### config.mk
export PLATFORM = sky130hd
export DESIGN_NAME = serial_slave_port
export DESIGN_NICKNAME = d
export VERILOG_FILES = /design/src/rtl/serial_slave_port.sv
export SDC_FILE = /design/constraint.sdc
export NUM_CORES = 1
export LEC_CHECK = 0
export CAP_MARGIN = 5
export CORE_MARGIN = 3
export CORE_UTILIZATION = 31
export DETAILED_ROUTE_END_ITERATION = 6
export GPL_TIMING_DRIVEN = 0
export PLACE_DENSITY = 0.55
export SYNTH_ARGS = -nofsm -noshare
export SYNTH_HDL_FRONTEND = slang
export SYNTH_SLANG_ARGS = --single-unit
### constraint.sdc
create_clock -name clk -period 2.28 [get_ports clk]
set_clock_uncertainty 0.1 [all_clocks]
set_input_delay 0.342 -clock clk [delete_from_list [all_inputs] [get_ports clk]]
set_output_delay 0.342 -clock clk [all_outputs]
set_load 0.01 [all_outputs]
### src/rtl/serial_slave_port.sv
// serial_slave_port
// -----------------------------------------------------------------------------
// Bus-side responder for one slot of the serial system bus. It collects an
// LSB-first address (and, for writes, LSB-first data) from the master, performs
// a single access on the local parallel memory port, and for reads shifts the
// memory word back onto the bus LSB first.
//
// Ports
//   clk        system clock, all logic on posedge
//   rstn       synchronous active-low reset
//   swdata     serial address/write-data bit from the bus
//   smode      1 = write, 0 = read; sampled with the first address bit only
//   mvalid     swdata strobe, one bit per asserted cycle
//   srdata     serial read-data bit to the bus (0 when svalid is low)
//   svalid     srdata strobe
//   sready     port idle and able to accept a new frame
//   mem_addr   memory address (capture register)
//   mem_wdata  memory write data (capture register)
//   mem_wen    one-cycle write strobe
//   mem_ren    one-cycle read strobe; mem_rdata is valid the following cycle
//   mem_rdata  memory read data, one-cycle registered latency
//   err        one-cycle pulse when a frame is aborted on timeout
//   dbg_state  current FSM state, for observation only
//
// Handshake: a frame starts only on a cycle where mvalid=1 and sready=1.
// Inside the address/data phases every mvalid cycle carries exactly one bit and
// cycles without mvalid carry nothing. svalid marks each srdata bit; the master
// has no back-pressure on the read stream. mvalid is ignored whenever sready=0
// outside the address/data phases.
// -----------------------------------------------------------------------------
module serial_slave_port #(
    parameter int ADDR_WIDTH = 12,
    parameter int DATA_WIDTH = 8,
    parameter int TIMEOUT    = 64
) (
    input  logic                  clk,
    input  logic                  rstn,
    input  logic                  swdata,
    input  logic                  smode,
    input  logic                  mvalid,
    output logic                  srdata,
    output logic                  svalid,
    output logic                  sready,
    output logic [ADDR_WIDTH-1:0] mem_addr,
    output logic [DATA_WIDTH-1:0] mem_wdata,
    output logic                  mem_wen,
    output logic                  mem_ren,
    input  logic [DATA_WIDTH-1:0] mem_rdata,
    output logic                  err,
    output logic [2:0]            dbg_state
);

    localparam logic [2:0] S_IDLE  = 3'd0;
    localparam logic [2:0] S_ADDR  = 3'd1;
    localparam logic [2:0] S_WDATA = 3'd2;
    localparam logic [2:0] S_MEMWR = 3'd3;
    localparam logic [2:0] S_MEMRD = 3'd4;
    localparam logic [2:0] S_RWAIT = 3'd5;
    localparam logic [2:0] S_RDATA = 3'd6;

    localparam int MAXW = (ADDR_WIDTH > DATA_WIDTH) ? ADDR_WIDTH : DATA_WIDTH;
    localparam int CW   = $clog2(MAXW);
    localparam int GW   = $clog2(TIMEOUT + 1);

    localparam logic [CW-1:0] CNT_ONE   = CW'(1);
    localparam logic [CW-1:0] ADDR_LAST = CW'(ADDR_WIDTH - 1);
    localparam logic [CW-1:0] DATA_LAST = CW'(DATA_WIDTH - 1);
    localparam logic [GW-1:0] GAP_ONE   = GW'(1);
    localparam logic [GW-1:0] GAP_LAST  = GW'(TIMEOUT - 1);

    logic [2:0]            state_q, state_d;
    logic [CW-1:0]         bitcnt_q, bitcnt_d;
    logic [GW-1:0]         gap_q, gap_d;
    logic [ADDR_WIDTH-1:0] addr_q, addr_d;
    logic [DATA_WIDTH-1:0] wdata_q, wdata_d;
    logic [DATA_WIDTH-1:0] shift_q, shift_d;
    logic                  mode_q, mode_d;
    logic                  hold_q, hold_d;
    logic                  err_q, err_d;

    always_comb begin
        state_d  = state_q;
        bitcnt_d = bitcnt_q;
        gap_d    = gap_q;
        addr_d   = addr_q;
        wdata_d  = wdata_q;
        shift_d  = shift_q;
        mode_d   = mode_q;
        hold_d   = 1'b0;
        err_d    = 1'b0;

        case (state_q)
            S_IDLE: begin
                // hold_q blocks the single turnaround cycle after a write.
                if (mvalid && !hold_q) begin
                    // LSB-first bits enter at the top and shift down; after
                    // ADDR_WIDTH shifts the register holds the full address.
                    addr_d   = {swdata, addr_q[ADDR_WIDTH-1:1]};
                    mode_d   = smode;
                    bitcnt_d = CNT_ONE;
                    gap_d    = '0;
                    state_d  = S_ADDR;
                end
            end

            S_ADDR: begin
                if (mvalid) begin
                    gap_d  = '0;
                    addr_d = {swdata, addr_q[ADDR_WIDTH-1:1]};
                    if (bitcnt_q == ADDR_LAST) begin
                        bitcnt_d = '0;
                        state_d  = mode_q ? S_WDATA : S_MEMRD;
                    end else begin
                        bitcnt_d = bitcnt_q + CNT_ONE;
                    end
                end else if (gap_q == GAP_LAST) begin
                    gap_d    = '0;
                    bitcnt_d = '0;
                    err_d    = 1'b1;
                    state_d  = S_IDLE;
                end else begin
                    gap_d = gap_q + GAP_ONE;
                end
            end

            S_WDATA: begin
                if (mvalid) begin
                    gap_d   = '0;
                    wdata_d = {swdata, wdata_q[DATA_WIDTH-1:1]};
                    if (bitcnt_q == DATA_LAST) begin
                        bitcnt_d = '0;
                        state_d  = S_MEMWR;
                    end else begin
                        bitcnt_d = bitcnt_q + CNT_ONE;
                    end
                end else if (gap_q == GAP_LAST) begin
                    gap_d    = '0;
                    bitcnt_d = '0;
                    err_d    = 1'b1;
                    state_d  = S_IDLE;
                end else begin
                    gap_d = gap_q + GAP_ONE;
                end
            end

            S_MEMWR: begin
                // One idle turnaround cycle follows every write, so sready
                // returns two cycles after the last data bit.
                hold_d  = 1'b1;
                state_d = S_IDLE;
            end

            S_MEMRD: begin
                state_d = S_RWAIT;
            end

            S_RWAIT: begin
                shift_d  = mem_rdata;
                bitcnt_d = '0;
                state_d  = S_RDATA;
            end

            S_RDATA: begin
                shift_d = shift_q >> 1;
                if (bitcnt_q == DATA_LAST) begin
                    bitcnt_d = '0;
                    state_d  = S_IDLE;
                end else begin
                    bitcnt_d = bitcnt_q + CNT_ONE;
                end
            end

            default: begin
                state_d = S_IDLE;
            end
        endcase
    end

    always_ff @(posedge clk) begin
        if (!rstn) begin
            state_q  <= S_IDLE;
            bitcnt_q <= '0;
            gap_q    <= '0;
            addr_q   <= '0;
            wdata_q  <= '0;
            shift_q  <= '0;
            mode_q   <= 1'b0;
            hold_q   <= 1'b0;
            err_q    <= 1'b0;
        end else begin
            state_q  <= state_d;
            bitcnt_q <= bitcnt_d;
            gap_q    <= gap_d;
            addr_q   <= addr_d;
            wdata_q  <= wdata_d;
            shift_q  <= shift_d;
            mode_q   <= mode_d;
            hold_q   <= hold_d;
            err_q    <= err_d;
        end
    end

    // Every output is decoded from registered state only.
    assign sready    = (state_q == S_IDLE) && !hold_q;
    assign svalid    = (state_q == S_RDATA);
    assign srdata    = svalid & shift_q[0];
    assign mem_wen   = (state_q == S_MEMWR);
    assign mem_ren   = (state_q == S_MEMRD);
    assign mem_addr  = addr_q;
    assign mem_wdata = wdata_q;
    assign err       = err_q;
    assign dbg_state = state_q;

endmodule

### After elaboration in Yosys (flattened, before gate mapping)

Index checks and enable logic that the tools add are counted.

| storage, ports and cells | value |
|---|---|
| bits in registers | 45 |
| bits of input ports | 13 |
| word-level logic and storage cells | 70 |

| cells by class | value |
|---|---|
| $add $sub $neg | 2 |
| equality and inequality tests | 14 |
| mux-type cells | 26 |
| bitwise operators | 3 |
| reduce and logical (&&, ||, !) cells | 16 |

Operators by type and width:

| kind | number |
|---|---|
| $mux 12 | 2 |
| $mux 3 | 8 |
| $mux 4 | 6 |
| $pmux 12 s2 | 1 |
| $mux 7 | 3 |
| $pmux 4 s5 | 1 |
| $pmux 3 s6 | 1 |
| $pmux 8 s2 | 1 |
| $pmux 7 s2 | 1 |
| $eq 3x3->1 const B | 3 |
| $reduce_and 2->1 | 4 |
| $add 7x1->7 const B | 1 |
| $eq 7x6->1 const B | 1 |
| $eq 3x2->1 const B | 2 |
| $ne 3x3->1 const B | 2 |
| $reduce_bool 2->1 | 3 |
| $reduce_bool 5->1 | 1 |
| $add 4x1->4 const B | 1 |
| $eq 4x3->1 const B | 1 |
| $eq 4x4->1 const B | 1 |
| $ne 2x2->1 const B | 2 |
| $reduce_and 4->1 | 1 |
| $eq 3x1->1 const B | 1 |
| $logic_not 3->1 | 1 |
| other kinds (9) | 12 |

### Depth between registers and ports, before layout

Gate-level depths: netlist (run 1).

| logic depth | value |
|---|---|
| depth after elaboration | 4 |
| gate-level depth with buffers | 6 |
| gate-level depth less buffers | 6 |

### Least setup slack after synthesis (run 1)

OpenSTA, ideal clock, no wires.

| timing path | value |
|---|---|
| path kind | register to register |
| start | register gap_q[0] |
| end | register bitcnt_q[1] |
| library setup time | 128 ps |
| data arrival time | 1550 ps |
| path slack | 503 ps |
| stages on the path, launching flop included | 7 |
| buffers on the path | 0 |
| period minus slack after synthesis | 1777 ps |
| cell sequence | dfxtp_1 > ha_1 > nand3_2 > or3_1 > a211o_1 > a22oi_1 > nor2_1 |

| between the ends | value |
|---|---|
| word-level cells in the longest chain between the ends | 4 |
| elaborated cells between the ends (all ways) | 5 |
| those cells by class | 1 x eq/ne; 4 x mux |

RTL lines:

| item | RTL line | source |
|---|---|---|
| from (decl) | 73 | `logic [GW-1:0] gap_q, gap_d;` |
| from (signal assigned) | 193 | `gap_q <= gap_d;` |
| $eq 7x6->1 * | 116, 136 |  |
| $mux 4 * | - |  |
| $mux 4 (on tied branches) | - |  |
| $pmux 4 s5 * | - |  |
| to (signal assigned) | 192 | `bitcnt_q <= bitcnt_d;` |
| to (decl) | 72 | `logic [CW-1:0] bitcnt_q, bitcnt_d;` |

Mark *: on every way between the ends. The rest lies on a longest branch, timed or not.
A chain may end at the register's enable or synchronous reset.

### Final worst setup path (run 1)

| timing path | value |
|---|---|
| start | register state_q[2], in the netlist dbg_state[2] |
| end | output port srdata |

| between the ends | value |
|---|---|
| word-level cells in the longest chain between the ends | 2 |

RTL lines:

| item | RTL line | source |
|---|---|---|
| from (decl) | 71 | `logic [2:0] state_q, state_d;` |
| from (signal assigned) | 191 | `state_q <= state_d;` |
| $eq 3x3->1 | 205 | `assign svalid = (state_q == S_RDATA);` |
| $and 1x1->1 | 206 | `assign srdata = svalid & shift_q[0];` |
| to (decl) | 41 | `output logic srdata,` |

No other way between the ends.

==> flow_summary.toml, run 1 <==
[run]
maxCapViolations = 0

[floorplan]
die_x_um = 88.8
core-area_sq_um = 6490
die_h_um = 88.8
start_util_pct = 32.7
num_rows = 29
io_pins = 42
die_area_sq_um = 7890

[timing]
worst_pin_slew_ps = 655
fin_tns_setup_ps = 0
period_share_pct = 92.0
rsz0062_at_grt = "no"
finalHoldViolations = 0
slew_viol_final = 0
finalCriticalPeriod_ps = 2100
max_slew_margin_pct = 56.1
setup_violations = 0
max_freq_mhz = 477

[finish]
layout-drive-gt1-share_pct = 9.41
utilization_pct = 43.3
layout.nets = 301
synthToLayoutAreaGrowth_pct = 32.1
fin_cells = 364
antenna_cells = 0
fin_area_sq_um = 2810

[placed_design]
gp_congestion = 0.788
dp.cells = 356
io_buffers = 41
placed_area_sq_um = 2630
hpwlAfterDp_um = 3530

[logic_synthesis]
async_reset_ff_share_pct = 0
syn_avg_cell_area_sq_um = 8.94
ys_seq_area_share_pct = 42.4
syn_area_sq_um = 2130
ys_ff_latch = 45
ys_warn_count = 0
synth_ff_type = "dfxtp_1"
synth_nets = 253
synth-edff-count = 0
synth.distinct_cells = 51
netlist_instances = 238

[critical_path]
path_max_fanout = 9
arrival_ps = 1660
start_kind = "register"
crit_required_ps = 1840
critPathCaptureType = "output port"
crit_type = "register to output port"

[clocking]
cts_setup_buffers = 0
clk_pin_slew_ps = 80
clk_path_buf_depth = 2
postCtsResizedCells = 15
htree_levels = 2
insertion_delay_ps = 300
cts_hold_buf = 0
cts_root_buf = "clkbuf_8"
cts_buffers = 5
clock-sinks = 45
tritoncts = "done"

[detailed_routing]
routed_wl_um = 4850
drc = 0
drtIter0Drc = 45
dr.pass1.iters = 4
drt-vias-per-instance = 4.91
wire_per_inst_um = 13.3
postRouteAntennaNets = 0
vias = 1788

[power]
total_power_mw = 1.72
peakVddDrop_uv = 255
p_leak_nw = 1.09
power_density_nw_per_um2 = 611

[global_route]
grt_pass1_wl_um = 8270
antenna_found_initial = 0
grt.overflow.total = 0
grt_pass1_vias = 1760
grt_use_total_pct = 13.4
grt_max_degree = 14

[outcome]
status = "complete, no violations"

[min_path]
hp-class = "register to register"
per-layer routing:
metal  up-vias  global-route usage (%)  routed length (um)
li1        935                       -                   -
met1       813                    17.8                2470
met2        35                    21.1                2100
met3         5                    3.45                 216
met4         0                    4.26                  62
met5         -                       0                   0
cells by family (layout without fill, tap and decap cells):
family	count (synthesis)	after routing	share of synthesized area [%]
buffers and inverters	18	67	4.18
AO/OA/AOI/OAI	47	47	15.3
AND/OR/NAND/NOR	101	101	25.1
XOR/XNOR	4	4	2.00
multiplexers	21	21	9.88
adder cells (fa/ha/maj)	2	2	1.18
flip-flops	45	45	42.4
synth_stat cells, drive strengths merged, types with 3 or more instances:
cell type  instances  area (sq um)
a21oi              7          35.0
a22oi              3          22.5
a311oi             6          52.6
a31oi              3          18.8
and2               5          32.5
and3               4          25.0
buf                7          47.5
clkbuf             6          22.5
dfxtp             45           901
inv                5          18.8
mux2i             21           210
nand2             23          86.3
nand3              5          30.0
nor2              25          93.8
nor2b             19           119
nor3               6          41.3
o21ai             11          55.1
placed cells by master (no fill, tap or decap), types with 2 or more instances in the layout:
master           instances
buf_4                    3
dlymetal6s2s_1           4
nand3_1                  4
o22ai_1                  2
a31oi_1                  3
dfxtp_1                 42
nor3b_1                  2
nand2_1                 23
a311oi_1                 6
clkbuf_1                 6
a21o_1                   2
o21ai_0                 10
inv_1                    4
a22oi_1                  3
clkdlybuf4s50_1         36
mux2i_1                 21
nand3b_1                 2
ha_1                     2
nor2_1                  25
a21oi_1                  7
and3_1                   4
and3b_1                  2
buf_6                    3
o32ai_1                  2
and2_1                   4
a21boi_0                 2
xnor2_1                  2
nor2b_1                 19
a211oi_1                 2
dfxtp_4                  2
clkbuf_8                 6
nor3_1                   5
path summary, 6_finish.rpt:
path / startpoint / end / slack [ps] / cells past startpoint
worst max-delay path: dbg_state[2] / srdata / 180 / 6
worst min register to register: shift_q[6] / shift_q[5] / 380 / 2
worst max register to register: bitcnt_q[0] / dbg_state[0] / 320 / 6
worst min-delay path: shift_q[6] / shift_q[5] / 380 / 2
critical path: stages, from the launching register on:
cell,delay [ps]
dfxtp_4,390
inv_1,90
or2_1,230
buf_4,180
inv_4,100
and2_1,120
dlygate4sd2_1,260
per-stage QoR:
stage | hold WS [ps] | worst slack, ps
5_1_grt | 401 | 81.9
3_5_place_dp | 369 | -100
2_1_floorplan | 354 | 503
4_1_cts | 381 | 6.65
6_report | 377 | 182
3_3_place_gp | 365 | -83.6
final cells by class:
cell class | instances | area (sq um)
Buffer | 13 | 87.6
Sequential cell | 45 | 910
Multi-Input combinational cell | 175 | 1160
Fill cell | 645 | 3680
Clock inverter | 1 | 30.0
Tap cell | 77 | 96.3
Timing Repair Buffer | 41 | 419
Inverter | 5 | 21.3
Clock buffer | 7 | 86.3
where the power goes:
group          switching, mW  internal, mW  leakage [nW]
logic                  0.141         0.129         0.669
clock network          0.262         0.357        0.0585
registers             0.0206         0.806         0.366
state kept, by name, summed over array words and instances, names as in the netlist:
name and count:
bitcnt_q 4, shift_q 8, mem_addr 12, mem_wdata 8, err 1, gap_q 7, dbg_state 3, mode_q 1
hold_q 1
Power figures use the tool's default switching activity.
==> inputs of run 2 (changes only) <==
--- a/config.mk
+++ b/config.mk
@@ -11,6 +11,7 @@
 export DETAILED_ROUTE_END_ITERATION = 6
 export GPL_TIMING_DRIVEN = 0
 export PLACE_DENSITY = 0.55
+export SKIP_LAST_GASP = 1
 export SYNTH_ARGS = -nofsm -noshare
 export SYNTH_HDL_FRONTEND = slang
 export SYNTH_SLANG_ARGS = --single-unit
==> results of run 2 <==
Same layout as run 1: the final DEF is identical, and so are final timing and power.
